### config.mk
export PLATFORM = sky130hd
export DESIGN_NAME = frozen_frame_sched
export DESIGN_NICKNAME = d
export VERILOG_FILES = /design/src/rtl/frozen_frame_sched.sv
export SDC_FILE = /design/constraint.sdc
export NUM_CORES = 1
export LEC_CHECK = 0
export CAP_MARGIN = 5
export CORE_UTILIZATION = 50
export DETAILED_ROUTE_END_ITERATION = 7
export GPL_TIMING_DRIVEN = 0
export PLACE_DENSITY = 0.76
export SLEW_MARGIN = 20
export SYNTH_ARGS = -nofsm -noshare
export SYNTH_HDL_FRONTEND = slang
export SYNTH_SLANG_ARGS = --single-unit
### constraint.sdc
create_clock -name clk -period 10.62 [get_ports clk]
set_clock_uncertainty 0.05 [all_clocks]
set_input_delay 2.655 -clock clk [delete_from_list [all_inputs] [get_ports clk]]
set_output_delay 2.655 -clock clk [all_outputs]
set_load 0.1 [all_outputs]
### src/rtl/frozen_frame_sched.sv
// Polar-code frozen-bit scheduler.
// The block loads a reliability-ordered index table one entry at a time and
// builds an N-bit information mask from it. It then streams u-vectors one
// position per cycle: information positions take the next data bit, and
// frozen positions emit 0.
//
// Handshakes (tbl_*, in_*, out_*): a transfer happens on a rising clk edge
// where valid && ready are both high. A producer holds valid and its payload
// until that transfer occurs. out_* is the only producer side of this block;
// while out_valid && !out_ready, out_bit/out_pos/out_last stay stable.
module frozen_frame_sched #(
  parameter int N = 32,
  parameter int K = 16
) (
  input  logic                   clk,
  input  logic                   rst,
  input  logic                   tbl_valid,
  input  logic [$clog2(N):0]     tbl_idx,
  output logic                   tbl_ready,
  output logic                   tbl_err,
  input  logic                   tbl_load,
  input  logic                   in_valid,
  input  logic                   in_bit,
  output logic                   in_ready,
  output logic                   out_valid,
  output logic                   out_bit,
  output logic [$clog2(N)-1:0]   out_pos,
  output logic                   out_last,
  input  logic                   out_ready,
  output logic [15:0]            frame_cnt
);

  localparam int PW = $clog2(N);
  localparam logic [PW-1:0] LAST_POS        = PW'(N - 1);
  // Ranks at or above this value carry information bits (the K most reliable).
  localparam logic [PW-1:0] FIRST_INFO_RANK = PW'(N - K);

  typedef enum logic [0:0] {
    S_TBL = 1'b0,
    S_RUN = 1'b1
  } state_t;

  state_t          state_q, state_d;
  logic [N-1:0]    mask_q, mask_d;
  logic [N-1:0]    used_q, used_d;
  logic [PW-1:0]   rank_q, rank_d;
  logic [PW-1:0]   pos_q, pos_d;
  logic            tbl_err_q, tbl_err_d;
  logic            out_valid_q, out_valid_d;
  logic            out_bit_q, out_bit_d;
  logic [PW-1:0]   out_pos_q, out_pos_d;
  logic            out_last_q, out_last_d;
  logic [15:0]     frame_cnt_q, frame_cnt_d;

  logic [PW-1:0]   idx_lo;
  logic            idx_oob;
  logic            tbl_accept;
  logic            tbl_bad;
  logic            slot_free;
  logic            info_pos;
  logic            reload;
  logic            advance;

  // With N a power of two, the index MSB alone flags idx >= N.
  assign idx_lo     = tbl_idx[PW-1:0];
  assign idx_oob    = tbl_idx[PW];
  assign tbl_ready  = (state_q == S_TBL);
  assign tbl_accept = tbl_valid && tbl_ready;
  assign tbl_bad    = idx_oob || used_q[idx_lo];

  // The output register can take a new position when empty or being drained.
  assign slot_free  = !out_valid_q || out_ready;
  assign info_pos   = mask_q[pos_q];

  // A reload is only taken at a frame boundary and beats a same-cycle advance.
  assign reload     = (state_q == S_RUN) && tbl_load && (pos_q == '0) && slot_free;
  assign advance    = (state_q == S_RUN) && slot_free && !reload &&
                      (!info_pos || in_valid);

  // in_ready is dropped during a reload so a source never sees a bit
  // accepted that the frame will not carry.
  assign in_ready   = (state_q == S_RUN) && slot_free && info_pos && !reload;

  assign tbl_err    = tbl_err_q;
  assign out_valid  = out_valid_q;
  assign out_bit    = out_bit_q;
  assign out_pos    = out_pos_q;
  assign out_last   = out_last_q;
  assign frame_cnt  = frame_cnt_q;

  // Next-state logic for table loading, frame streaming and frame counting.
  always_comb begin
    state_d     = state_q;
    mask_d      = mask_q;
    used_d      = used_q;
    rank_d      = rank_q;
    pos_d       = pos_q;
    tbl_err_d   = tbl_err_q;
    out_valid_d = out_valid_q;
    out_bit_d   = out_bit_q;
    out_pos_d   = out_pos_q;
    out_last_d  = out_last_q;
    frame_cnt_d = frame_cnt_q;

    if (out_valid_q && out_ready && out_last_q) begin
      frame_cnt_d = frame_cnt_q + 16'd1;
    end

    case (state_q)
      S_TBL: begin
        if (tbl_accept) begin
          if (tbl_bad) begin
            // Duplicate or out-of-range index: discard the partial table.
            tbl_err_d = 1'b1;
            rank_d    = '0;
            used_d    = '0;
            mask_d    = '0;
          end else begin
            used_d[idx_lo] = 1'b1;
            mask_d[idx_lo] = (rank_q >= FIRST_INFO_RANK);
            if (rank_q == LAST_POS) begin
              state_d   = S_RUN;
              rank_d    = '0;
              pos_d     = '0;
              tbl_err_d = 1'b0;
            end else begin
              rank_d = rank_q + PW'(1);
            end
          end
        end
      end

      S_RUN: begin
        if (reload) begin
          state_d     = S_TBL;
          rank_d      = '0;
          used_d      = '0;
          mask_d      = '0;
          out_valid_d = 1'b0;
        end else if (advance) begin
          out_bit_d   = info_pos ? in_bit : 1'b0;
          out_pos_d   = pos_q;
          out_last_d  = (pos_q == LAST_POS);
          out_valid_d = 1'b1;
          pos_d       = (pos_q == LAST_POS) ? '0 : pos_q + PW'(1);
        end else if (slot_free) begin
          out_valid_d = 1'b0;
        end
      end

      default: begin
        state_d = S_TBL;
      end
    endcase
  end

  // State and output registers with asynchronous reset.
  always_ff @(posedge clk or posedge rst) begin
    if (rst) begin
      state_q     <= S_TBL;
      mask_q      <= '0;
      used_q      <= '0;
      rank_q      <= '0;
      pos_q       <= '0;
      tbl_err_q   <= 1'b0;
      out_valid_q <= 1'b0;
      out_bit_q   <= 1'b0;
      out_pos_q   <= '0;
      out_last_q  <= 1'b0;
      frame_cnt_q <= '0;
    end else begin
      state_q     <= state_d;
      mask_q      <= mask_d;
      used_q      <= used_d;
      rank_q      <= rank_d;
      pos_q       <= pos_d;
      tbl_err_q   <= tbl_err_d;
      out_valid_q <= out_valid_d;
      out_bit_q   <= out_bit_d;
      out_pos_q   <= out_pos_d;
      out_last_q  <= out_last_d;
      frame_cnt_q <= frame_cnt_d;
    end
  end

endmodule
==> flow_summary.toml, run 1 <==
[status]
status = "complete, no violations"

[worst_setup_path]
cp_cell_sequence = "clkdlybuf4s50_1 -> nand2b_1 -> nand3_1 -> nor2_1 -> clkdlybuf4s50_1"
crit_path_max_incr_delay_ns = 1.16
crit_path_start = "out_ready"
crit_type = "in2out"
cp_num_buf_inv = 2
crit_required_ns = 7.92
end_kind = "output port"
r2r_setup_slack_ns = 7.76
crit_top_cell = "clkdlybuf4s50_1"
worstPathMaxFanout = 10
crit_arrival_ns = 5.03
regToRegStartpoint = "pos_q[1]"
critPathTopFamily = "buffers and inverters"
worst_path_max_delay_cell = "clkdlybuf4s50_1"
start_kind = "input port"

[global_route]
grt.total_usage_pct = 24.0
grt.overflow.total = 0
grt_max_degree = 64
grt_pass1_wl_um = 18900
antenna_found_initial = 0
grt_pass1_vias = 3801

[final_layout]
mostFrequentLayoutCell = "dfrtp_1"
post-route-util_pct = 59.7
multiInputGateArea_sq_um = 2290
n_fill_cell = 845
syn_to_final_growth_pct = 16.3
regArea_sq_um = 2500
drive_gt1_share_pct = 9.34
final_cell_mix = "100 x dfrtp_1, 90 x nor2_1, 58 x nand2_1"
fin_cells = 679
nNetsFinal = 561
n_antenna_cell = 0

[clock_tree]
post-cts-setup-buffer-count = 0
cts_resized = 0
numCtsBuffers = 9
holdBufCountCts = 0
cts_root_buffer = "clkbuf_8"
cts_sinks = 100
tritoncts = "built"
clk_latency_ns = 0.37
cts_htree_levels = 3
path_clk_slew_ns = 0.10
ctsLongestPathBuffers = 2

[pwr]
cellLeakagePower_nw = 2.47
peakVddDrop_mv = 0.0936
cellPowerDensity_nw_per_um2 = 192

[place]
dpl.cell_count = 663
place_congestion = 0.861
hpwlAfterDp_um = 8200
numPortBuffers = 38

[timing]
rsz0062_at_grt = "no"
slew_headroom_pct = 23.8
hold_viol = 0
period_minus_slack_ns = 7.74
post-route-period-util_pct = 72.9
tightestPinTransition_ns = 1.14
setup_tns_ns = 0
drv_slew = 0
max_freq_mhz = 129
setup_viol = 0

[drt]
vias = 3869
drt_pass1_iterations = 5
wl_per_cell_um = 17.1
viasPerCell = 5.70
ant_nets = 0
routed_wl_um = 11600
drt-initial-drc-count = 337
drc = 0

[synth]
synthFlopType = "dfrtp_1"
async_flop_share_pct = 100
syn_inst = 491
syn_avg_cell_area_sq_um = 10.1
synth_fp_nets = 511
yosys_register_bits = 100
synth_edf_count = 0
ys_warn_count = 0
netlist_area_sq_um = 4970
synth_cell_type_count = 48
yosysSeqAreaShare_pct = 50.4

[worst_hold_path]
min_path_type = "reg2reg"
min_from = "frame_cnt[15]"

[floorplan]
fp-row-count = 36
die_h_um = 102
die_area_sq_um = 10300
start_util_pct = 51.3
die_w_um = 102
ios = 40
core_sq_um = 9680

[flow_run]
timing.max_cap.violations = 0
==> logic make-up after synthesis <==
| family | count (synthesis) | share of synthesized area, % |
|---|---|---|
| XOR/XNOR | 15 | 2.64 |
| adder cells (fa/ha/maj) | 7 | 1.76 |
| AO/OA/AOI/OAI | 58 | 8.56 |
| multiplexers | 55 | 12.9 |
| flip-flops | 100 | 50.4 |
| AND/OR/NAND/NOR | 221 | 20.2 |
| buffers and inverters | 35 | 3.50 |
==> where the power goes <==
part           total [mW]  switching [mW]  internal [mW]
sequential          0.455          0.0331          0.422
combinational       0.374           0.260          0.114
clock               0.277           0.136          0.141
==> final timing paths <==
kind	to	cells after the start
max	in_ready	5
min	frame_cnt[15]	1
max reg2reg	mask_q[5]	8
min reg2reg	frame_cnt[15]	1
max in group asynchronous	used_q[5]	3
min in group asynchronous	out_pos[1]	2
==> layer usage <==
layer / track usage [%] / up-vias / routed length [um]
met5: 0 / - / 0
met4: 9.14 / 0 / 265
met3: 3.45 / 28 / 521
met2: 38.9 / 117 / 5660
met1: 32.8 / 1934 / 5140
li1: - / 1790 / -
==> state kept, by name, summed over array words and instances (netlist names) <==
register,count
frame_cnt,16
used_q,32
tbl_err,1
state_q,1
pos_q,5
out_last,1
rank_q,5
out_bit,1
out_pos,5
out_valid,1
mask_q,32
==> stage by stage <==
step,hold slack [ns],area [sq um],total power [mW],worst slack (ns)
after floorplan,0.406,4970,0.735,3.49
after global placement,0.411,5510,0.822,2.89
after detailed placement,0.420,5550,0.834,2.90
after CTS,0.435,5780,1.11,2.88
after global routing,0.467,5780,1.16,2.68
final,0.427,5780,1.11,2.88
==> cells in the mapped netlist, types with 2 or more instances <==
| cell | instances | area [sq um] |
|---|---|---|
| dfrtp_1 | 100 | 2500 |
| nor2_1 | 90 | 338 |
| nand2_1 | 58 | 218 |
| mux2i_1 | 44 | 440 |
| nand3_1 | 21 | 105 |
| o21ai_0 | 15 | 75.1 |
| inv_1 | 13 | 48.8 |
| nor3_1 | 11 | 55.1 |
| xnor2_1 | 11 | 96.3 |
| buf_2 | 10 | 50.1 |
| a21oi_1 | 9 | 45.0 |
| o21a_1 | 8 | 60.1 |
| clkbuf_1 | 7 | 26.3 |
| ha_1 | 7 | 87.6 |
| mux4_2 | 7 | 158 |
| nand4_1 | 7 | 43.8 |
| nor2b_1 | 7 | 43.8 |
| nand2b_1 | 6 | 37.5 |
| o21ai_1 | 6 | 30.0 |
| and3_1 | 5 | 31.3 |
| a22oi_1 | 4 | 30.0 |
| buf_6 | 4 | 45.0 |
| xor2_1 | 4 | 35.0 |
| nand3b_1 | 3 | 22.5 |
| nor4_1 | 3 | 18.8 |
| o211ai_1 | 3 | 22.5 |
| and4_1 | 2 | 17.5 |
| mux2_1 | 2 | 22.5 |
| mux2_2 | 2 | 22.5 |
| nor3b_1 | 2 | 15.0 |
| o2bb2ai_1 | 2 | 17.5 |
| o32ai_1 | 2 | 17.5 |
==> cell type report <==
class | instances | share of cell area, %
Sequential cell | 100 | 43.3
Multi-Input combinational cell | 356 | 39.6
Timing Repair Buffer | 39 | 7.06
Tap cell | 133 | 2.88
Clock buffer | 10 | 2.38
Buffer | 22 | 2.16
Clock inverter | 6 | 1.65
Inverter | 13 | 0.931
Power figures use the tool's default switching activity.
==> run 2: changes to the inputs <==
==> constraint.sdc (replaced) <==
create_clock -name clk -period 7.83 [get_ports clk]
set_clock_uncertainty 0.05 [all_clocks]
set_input_delay 1.9575 -clock clk [delete_from_list [all_inputs] [get_ports clk]]
set_output_delay 1.9575 -clock clk [all_outputs]
set_load 0.1 [all_outputs]
==> results of run 2 <==
Same layout as run 1 (identical final DEF). Status: complete, no violations.
Main changes from that run: setup slack after placement 2.90 ns -> 1.50 ns; setup slack after layout 2.88 ns -> 1.49 ns; register-to-register setup slack 7.76 ns -> 4.97 ns; total power 1.11 mW -> 1.50 mW; worst IR drop on VDD 0.0936 mV -> 0.127 mV
==> run 3: changes to the inputs <==
==> constraint.sdc (replaced) <==
create_clock -name clk -period 6.6 [get_ports clk]
set_clock_uncertainty 0.05 [all_clocks]
set_input_delay 1.65 -clock clk [delete_from_list [all_inputs] [get_ports clk]]
set_output_delay 1.65 -clock clk [all_outputs]
set_load 0.1 [all_outputs]
==> results of run 3 <==
Same layout as run 1 (identical final DEF). Status: complete, no violations.
Main changes from that run: setup slack after placement 2.90 ns -> 0.887 ns; setup slack after layout 2.88 ns -> 0.872 ns; register-to-register setup slack 7.76 ns -> 3.74 ns; total power 1.11 mW -> 1.78 mW; worst IR drop on VDD 0.0936 mV -> 0.151 mV
